### src/rtl/hazard_pkg.sv
// Shared encodings for the pipeline sequencing controller: SRAM FSM states,
// the zero register and branch codes.
package hazard_pkg;

  typedef enum logic [1:0] {
    IDLE = 2'b00,
    WAIT = 2'b01,
    DONE = 2'b10
  } sram_state_t;

  typedef enum logic [1:0] {
    NO_BRANCH = 2'b00,
    BEZ       = 2'b01,
    BNE       = 2'b10,
    JMP       = 2'b11
  } branch_t;

  localparam logic [4:0] REG_ZERO = 5'd0;

  // Register 0 is hard-wired, so a write to it never produces a dependency.
  function automatic logic reg_match(input logic [4:0] src, input logic [4:0] dest);
    return (dest != REG_ZERO) && (src == dest);
  endfunction

endpackage

### src/rtl/sram_wait_fsm.sv
// MEM-stage SRAM handshake: IDLE -> WAIT -> DONE with a timeout counter,
// a level-held request and a sticky timeout error.
module sram_wait_fsm
  import hazard_pkg::*;
#(
  parameter int TIMEOUT_CYC = 64
) (
  input  logic clk,
  input  logic rst,
  input  logic mem_access,
  input  logic sram_ack,
  output logic sram_req,
  output logic pipe_freeze,
  output logic mem_err
);

  localparam int CW = $clog2(TIMEOUT_CYC);
  localparam logic [CW-1:0] LAST_CNT = CW'(TIMEOUT_CYC - 1);

  sram_state_t   state;
  logic [CW-1:0] wait_cnt;

  // An ack arriving in the final WAIT cycle still counts as a completed access.
  always_ff @(posedge clk) begin
    if (rst) begin
      state    <= IDLE;
      wait_cnt <= '0;
      sram_req <= 1'b0;
      mem_err  <= 1'b0;
    end else begin
      case (state)
        IDLE: begin
          if (mem_access) begin
            state    <= WAIT;
            wait_cnt <= '0;
            sram_req <= 1'b1;
          end
        end
        WAIT: begin
          if (sram_ack) begin
            state    <= DONE;
            sram_req <= 1'b0;
          end else if (wait_cnt == LAST_CNT) begin
            state    <= DONE;
            sram_req <= 1'b0;
            mem_err  <= 1'b1;
          end else begin
            wait_cnt <= wait_cnt + CW'(1);
          end
        end
        DONE: begin
          state <= IDLE;
        end
        default: begin
          state    <= IDLE;
          sram_req <= 1'b0;
        end
      endcase
    end
  end

  assign pipe_freeze = ((state == IDLE) && mem_access) || (state == WAIT);

endmodule

### src/rtl/pipeline_hazard_ctrl.sv
// Stall/flush/freeze sequencing for the 5-stage core with a saturating stall counter.
// Define FORWARDING_EN to stall only on load-use hazards.
module pipeline_hazard_ctrl
  import hazard_pkg::*;
#(
  parameter int TIMEOUT_CYC = 64,
  parameter int CNT_W       = 16
) (
  input  logic             clk,
  input  logic             rst,
  input  logic [4:0]       src1,
  input  logic [4:0]       src2,
  input  logic             id_uses_src2,
  input  logic             br_taken,
  input  logic [4:0]       exe_dest,
  input  logic             exe_wb_en,
  input  logic             exe_mem_r_en,
  input  logic [4:0]       mem_dest,
  input  logic             mem_wb_en,
  input  logic             mem_r_en,
  input  logic             mem_w_en,
  input  logic             sram_ack,
  input  logic             stat_clr,
  output logic             sram_req,
  output logic             pc_freeze,
  output logic             if_id_freeze,
  output logic             id_exe_bubble,
  output logic             if_id_flush,
  output logic             pipe_freeze,
  output logic             mem_err,
  output logic [CNT_W-1:0] stall_cycles
);

  logic exe_dep;
  logic mem_dep;
  logic load_use;
  logic raw_hazard;

  sram_wait_fsm #(.TIMEOUT_CYC(TIMEOUT_CYC)) u_sram_fsm (
    .clk         (clk),
    .rst         (rst),
    .mem_access  (mem_r_en | mem_w_en),
    .sram_ack    (sram_ack),
    .sram_req    (sram_req),
    .pipe_freeze (pipe_freeze),
    .mem_err     (mem_err)
  );

  assign exe_dep  = reg_match(src1, exe_dest) | (id_uses_src2 & reg_match(src2, exe_dest));
  assign mem_dep  = reg_match(src1, mem_dest) | (id_uses_src2 & reg_match(src2, mem_dest));
  assign load_use = exe_mem_r_en & exe_wb_en & exe_dep;

`ifdef FORWARDING_EN
  assign raw_hazard = load_use;
`else
  assign raw_hazard = load_use | (exe_wb_en & exe_dep) | (mem_wb_en & mem_dep);
`endif

  // A frozen pipe masks everything; a stale-operand stall masks the branch.
  always_comb begin
    pc_freeze     = 1'b0;
    if_id_freeze  = 1'b0;
    id_exe_bubble = 1'b0;
    if_id_flush   = 1'b0;
    if (!pipe_freeze) begin
      if (raw_hazard) begin
        pc_freeze     = 1'b1;
        if_id_freeze  = 1'b1;
        id_exe_bubble = 1'b1;
      end else if (br_taken) begin
        if_id_flush = 1'b1;
      end
    end
  end

  always_ff @(posedge clk) begin
    if (rst || stat_clr) begin
      stall_cycles <= '0;
    end else if ((pipe_freeze || raw_hazard) && (stall_cycles != '1)) begin
      stall_cycles <= stall_cycles + CNT_W'(1);
    end
  end

endmodule

### config.mk
export PLATFORM = sky130hd
export DESIGN_NAME = pipeline_hazard_ctrl
export DESIGN_NICKNAME = d
export VERILOG_FILES = /design/src/rtl/hazard_pkg.sv /design/src/rtl/sram_wait_fsm.sv /design/src/rtl/pipeline_hazard_ctrl.sv
export SDC_FILE = /design/constraint.sdc
export NUM_CORES = 1
export LEC_CHECK = 0
export ABC_AREA = 1
export BUFFER_PORTS_ARGS = -buffer_cell sky130_fd_sc_hd__buf_2
export CAP_MARGIN = 20
export CORE_UTILIZATION = 56
export DETAILED_ROUTE_END_ITERATION = 16
export GPL_ROUTABILITY_DRIVEN = 1
export PLACE_DENSITY_LB_ADDON = 0.05
export SYNTH_ARGS = -nofsm -noshare
export SYNTH_HDL_FRONTEND = slang
export SYNTH_SLANG_ARGS = --single-unit
### constraint.sdc
create_clock -name clk -period 5 [get_ports clk]
set_input_delay 1.5 -clock clk [delete_from_list [all_inputs] [get_ports clk]]
set_output_delay 1.5 -clock clk [all_outputs]
set_load 0.02 [all_outputs]
---- After elaboration in Yosys (flattened, before gate mapping) ----
Cells that the tools add are included.
word-level totals
  latch bits .............................. 0
  bits in writable memories ............... 0
  register bits after elaboration ......... 26
  memories ................................ 0
  word-level logic and storage cells ...... 66
  memory bits (read-only) ................. 0
operators by class
  $add $sub $neg .......................... 2
  bitwise operators ....................... 13
  mux-type cells .......................... 17
  $lt $le $gt $ge ......................... 0
  div/mod/pow operators ................... 0
  reduce and logical (&&, ||, !) cells .... 17
  equal/unequal tests ..................... 12
  shift operators ......................... 0
  multipliers ............................. 0
operators by type and width
  operator                                             number
  equality test 5 bit                                  4
  two-way mux 6 bit                                    3
  adder 16 x 1 -> 16 bit, second input constant        1
  != test 16 bit, second input constant                1
  one-hot mux 6 bit (2 select lines)                   1
  nonzero test 5 bit                                   2
  two-way mux 1 bit                                    8
  adder 6 x 1 -> 6 bit, second input constant          1
  bitwise AND 1 bit                                    6
  equality test 6 bit, second input constant           1
  logical AND 1 bit                                    6
  two-way mux 2 bit                                    3
  AND reduction 3 bit                                  2
  bitwise OR 1 bit                                     5
  != test 2 bit, second input constant                 2
  one-hot mux 2 bit (2 select lines)                   1
  AND reduction 4 bit                                  1
  logical OR 1 bit                                     3
  != test 3 x 2 -> 1 bit, second input constant        1
  one-hot mux 1 bit (3 select lines)                   1
  equality test 2 x 1 -> 1 bit, second input constant  1
  equality test 2 bit, second input constant           1
  zero test 2 bit                                      1
  != test 2 x 1 -> 1 bit, second input constant        1
  3 further kinds                                      4

---- Longest topological paths before layout ----
  word-level depth ........................ 9
  depth in mapped cells ................... 12
  depth with buffers taken out ............ 12

---- By module ----
From an unflattened synthesis, not the netlist that was laid out.
unflattened totals
  cell total of the unflattened synthesis .. 313
  area, all modules ....................... 1941.9 um^2
modules (own cells, without submodules)
  module                area an instance (um^2)  cells an instance  seq. area each (um^2)  times used
  pipeline_hazard_ctrl  1418.9                   237                320.3                  1
  sram_wait_fsm         523.0                    76                 200.2                  1

---- Worst setup path before layout ----
OpenSTA, ideal clock, no wires.
  kind .................................... in2out
  from .................................... in mem_w_en
  to ...................................... out if_id_flush
  stages .................................. 6
  data required time ...................... 3.500 ns
  path slack .............................. 0.820 ns
  arrival ................................. 2.680 ns
  cell sequence ........................... o21ai_1 > nand2_1 > inv_2 > nand3_2 > buf_1 > nor2_1
between the ends
  cells in the longest elaborated chain, start to end .. 4
ends and longest elaborated chain
  element             RTL line                    text
  start: declaration  pipeline_hazard_ctrl.sv:21  input logic mem_w_en,
  bitwise OR 1 bit    pipeline_hazard_ctrl.sv:42  .mem_access (mem_r_en | mem_w_en),
  logical AND 1 bit   sram_wait_fsm.sv:62         assign pipe_freeze = ((state == IDLE) && mem_access) || (state == WAIT);
  logical OR 1 bit    sram_wait_fsm.sv:62
  via pipe_freeze     pipeline_hazard_ctrl.sv:29  output logic pipe_freeze,
  two-way mux 1 bit   pipeline_hazard_ctrl.sv:65  if (!pipe_freeze) begin
  end: declaration    pipeline_hazard_ctrl.sv:28  output logic if_id_flush,
The timed path passes the listed nets, and every way through them passes these cells.

---- Final worst setup path ----
  from .................................... in exe_dest[1]
  to ...................................... out id_exe_bubble
between the ends
  cells in the longest elaborated chain, start to end .. 9
  elaborated cells on any way between the ends .. 13
  classes of those cells .................. 2 x eq/ne; 2 x mux; 6 x bitwise; 3 x reduce/logical
ends and longest elaborated chain
  element                                                           RTL line                                                text
  start: declaration                                                pipeline_hazard_ctrl.sv:15                              input logic [4:0] exe_dest,
  equality test 5 bit / nonzero test 5 bit (equally long branches)  hazard_pkg.sv:22                                        return (dest != REG_ZERO) && (src == dest);
  logical AND 1 bit                                                 hazard_pkg.sv:22
  bitwise AND 1 bit                                                 pipeline_hazard_ctrl.sv:49                              assign exe_dep = reg_match(src1, exe_dest) | (id_uses_src2 & reg_match(src2, exe_dest));
  bitwise OR 1 bit *                                                pipeline_hazard_ctrl.sv:49
  bitwise AND 1 bit, on equally long branches                       pipeline_hazard_ctrl.sv:51, pipeline_hazard_ctrl.sv:56
  bitwise OR 1 bit * (2 in a row)                                   pipeline_hazard_ctrl.sv:56                              assign raw_hazard = load_use | (exe_wb_en & exe_dep) | (mem_wb_en & mem_dep);
  two-way mux 1 bit *                                               pipeline_hazard_ctrl.sv:66                              if (raw_hazard) begin
  two-way mux 1 bit *                                               pipeline_hazard_ctrl.sv:65
  end: declaration                                                  pipeline_hazard_ctrl.sv:27                              output logic id_exe_bubble,
Every way passes the cells marked *; elsewhere a longest branch is shown, timed or not.

==> flow_summary.json <==
{
  "status": "completed",
  "critical_path.max_stage_delay_ns": 0.20,
  "cts_resized": 0,
  "rows": 20,
  "clock_tree.root_cell": "clkbuf_4",
  "place_hpwl_um": 3056,
  "finClkSkew_ns": 0.007754,
  "async_reset_ff_share_pct": 0,
  "power.switching_fraction_pct": 31.51,
  "drcViolationCount": 0,
  "rsz0062_at_grt": "false",
  "placer_congestion": 0.8484,
  "viasPerCell": 4.831,
  "power_per_cell_area_nw_per_um2": 198.9,
  "htreeDepth": 1,
  "sequentialPowerShare_pct": 50.8,
  "min_period_ns": 3.999,
  "fin_area_um2": 2140,
  "synthFlopType": "dfxtp_1",
  "postCtsSetupRepairBufs": 0,
  "drv_cap": 0,
  "placed_area_um2": 2103,
  "floorplan.die_area_um2": 3487,
  "cts.clk_slew.worst_paths_ns": 0.13,
  "avgSynthCellArea_um2": 6.265,
  "final_setup_viols": 0,
  "maxClockFrequency_mhz": 250.1,
  "yosysWarnings": 0,
  "num_antenna_cells": 0,
  "drive_gt1_share_pct": 23.17,
  "groute.usage.overall_pct": 24.18,
  "timing.slew.headroom_pct": 61.32,
  "critical_path_required_time_ns": 3.50,
  "placeableCoreArea_um2": 3078,
  "syn-instance-count": 291,
  "post-place-cells": 381,
  "die-width_um": 59.06,
  "finalMaxSlewViolations": 0,
  "crit_path_cell_trace": "buf_2, inv_1, nand2_1, nand2_1, nor2_1, nand3_1, nand2_1, nand2_1, a21oi_1, buf_2",
  "peakVddDrop_mv": 0.1215,
  "p_sw_mw": 0.1341,
  "worstSkewPairLatency_ns": 0.33,
  "synth.cell_area_um2": 1823,
  "power.leakage_nw": 1.064,
  "total_power_mw": 0.4255,
  "synth_seq_area_share_pct": 28.55,
  "grt_first_pass_wirelength_um": 6541,
  "final_nets": 375,
  "cts-root-to-sink-buffers": 2,
  "detailroute.via_count": 1860,
  "wl_per_cell_um": 9.990,
  "fin_setup_tns_ns": 0,
  "floorplan.io_pins": 54,
  "critical_path.endpoint_type": "primary output",
  "chip_height_um": 59.06,
  "holdCritPathClass": "flop to flop",
  "grt_max_degree": 18,
  "yosysUniqueCellTypes": 30,
  "post_route_insts_no_fill": 385,
  "worstMarginPinSlew_ns": 0.5795,
  "number_of_global_route_vias_before_repair": 1543,
  "clkPwrFrac_pct": 25.5,
  "synth_seq_cells": 26,
  "start_kind": "input port",
  "synth-edff-count": 0,
  "internal-power_mw": 0.2914,
  "fraction_of_power_consumed_by_combinational_cells_pct": 23.7,
  "layout.filler_cells": 314,
  "drt_wl_total_um": 3846,
  "hold_viol": 0,
  "path_class": "input port to primary output",
  "crit_arrival_ns": 2.50,
  "dr.first_iter.drc_count": 90,
  "critical-path-slowest-cell": "a21oi_1",
  "clock-sinks": 26,
  "cts_inserted_buffers": 3,
  "numPortBuffers": 52,
  "syn2layout_area_growth_pct": 17.36,
  "grt_overflow": 0,
  "floorplan.initialDensity_pct": 59.23,
  "critical-path-top-cell-by-count": "nand2_1",
  "drt_pre_antenna_iters": 4,
  "antenna_violating_nets_post_route": 0,
  "largest_fanout_of_any_net_on_the_critical_path": 3,
  "final.period_utilization_pct": 79.98,
  "cts_tree": "built",
  "synth_nets": 324,
  "grt_antenna_before_repair": 0,
  "post_cts_hold_buffer_count": 0
}
[synthesized netlist by cell type (3+ instances only)]
cell type / count / area, µm²
a21oi_2: 7 / 61.31
inv_2: 7 / 26.28
xnor2_1: 8 / 70.07
dfxtp_1: 26 / 520.5
nor2_1: 41 / 153.9
nand2_1: 86 / 322.8
nor3_1: 5 / 25.02
o21ai_1: 3 / 15.01
inv_1: 29 / 108.9
nand3_1: 31 / 155.2
a21oi_1: 13 / 65.06
xor2_1: 10 / 87.58
[metrics by stage]
| stage | utilization [%] | setup WS (ns) | hold slack [ns] |
|---|---|---|---|
| 2_1_floorplan | - | 0.8200 | 0.4625 |
| 3_3_place_gp | 68.33 | 0.9887 | 0.4519 |
| 3_5_place_dp | 68.33 | 0.9828 | 0.4570 |
| 4_1_cts | 69.51 | 0.9770 | 0.4896 |
| 5_1_grt | 69.51 | 0.8294 | 0.5226 |
| 6_report | 69.51 | 1.001 | 0.4844 |
[metal layers]
metal / vias up / share of wire [%] / GRT usage (%)
li1: 1015 / - / -
met1: 788 / 51 / 34.46
met2: 52 / 43 / 37.66
met3: 5 / 4.4 / 3.712
met4: 0 / 1.3 / 7.143
met5: - / 0 / 0
[cells in the final DEF, fill, tap and decap left out, types with 2 or more instances in the layout]
cell / Yosys / final
nand3_1: 31 / 31
nor3_1: 5 / 5
o21ai_1: 3 / 3
nor2_1: 41 / 41
xnor2_1: 8 / 8
nand2_2: 2 / 2
buf_2: 1 / 52
o21ai_0: 2 / 2
nor3_4: 2 / 2
a21oi_2: 7 / 7
nand4_1: 2 / 2
clkbuf_4: 0 / 3
dfxtp_1: 26 / 26
inv_1: 29 / 29
nand2_1: 86 / 86
a21oi_1: 13 / 13
ha_1: 2 / 2
inv_2: 7 / 7
xor2_1: 10 / 10
[power groups by stage]
stage	clock (mW)	combinational [mW]	sequential (mW)
2_1_floorplan	0	0.0663	0.223
3_3_place_gp	0	0.100	0.220
3_5_place_dp	0	0.101	0.221
4_1_cts	0.111	0.101	0.216
5_1_grt	0.120	0.114	0.217
6_report	0.109	0.101	0.216
[critical path, delay by kind of cell]
family | cells | cell delay [ns]
buffers and inverters | 3 | 0.36
AND/OR/NAND/NOR | 6 | 0.43
AO/OA/AOI/OAI | 1 | 0.20
[final timing paths]
path	endpoint	slack, ns	start	cells after the start
max	id_exe_bubble	1.00	exe_dest[1]	10
min	u_sram_fsm.mem_err	0.48	u_sram_fsm.mem_err	2
max reg2reg	stall_cycles[1]	2.92	stall_cycles[0]	10
min reg2reg	u_sram_fsm.mem_err	0.48	u_sram_fsm.mem_err	2
[area by class of cell]
class / instances / area (µm²) / area share, %
Timing Repair Buffer: 53 / 267.8 / 12.51
Multi-Input combinational cell: 222 / 1125 / 52.57
Sequential cell: 26 / 520.5 / 24.33
Inverter: 36 / 135.1 / 6.316
Tap cell: 44 / 55.05 / 2.573
Clock buffer: 4 / 36.28 / 1.696
[sequential cells by signal (all words and copies together) (netlist names)]
name                 cells
u_sram_fsm.state         2
u_sram_fsm.sram_req      1
stall_cycles            16
u_sram_fsm.wait_cnt      6
u_sram_fsm.mem_err       1
[kinds of logic after synthesis]
| group | Yosys count | share of synthesized area (%) |
|---|---|---|
| AOI/OAI and AO/OA | 27 | 9.060 |
| xor gates and xnor gates | 18 | 8.648 |
| adders and majority gates | 2 | 1.372 |
| buffers and inverters | 43 | 9.745 |
| DFF | 26 | 28.55 |
| and+or+nand+nor | 175 | 42.62 |
(Power assumes the default switching activity.)
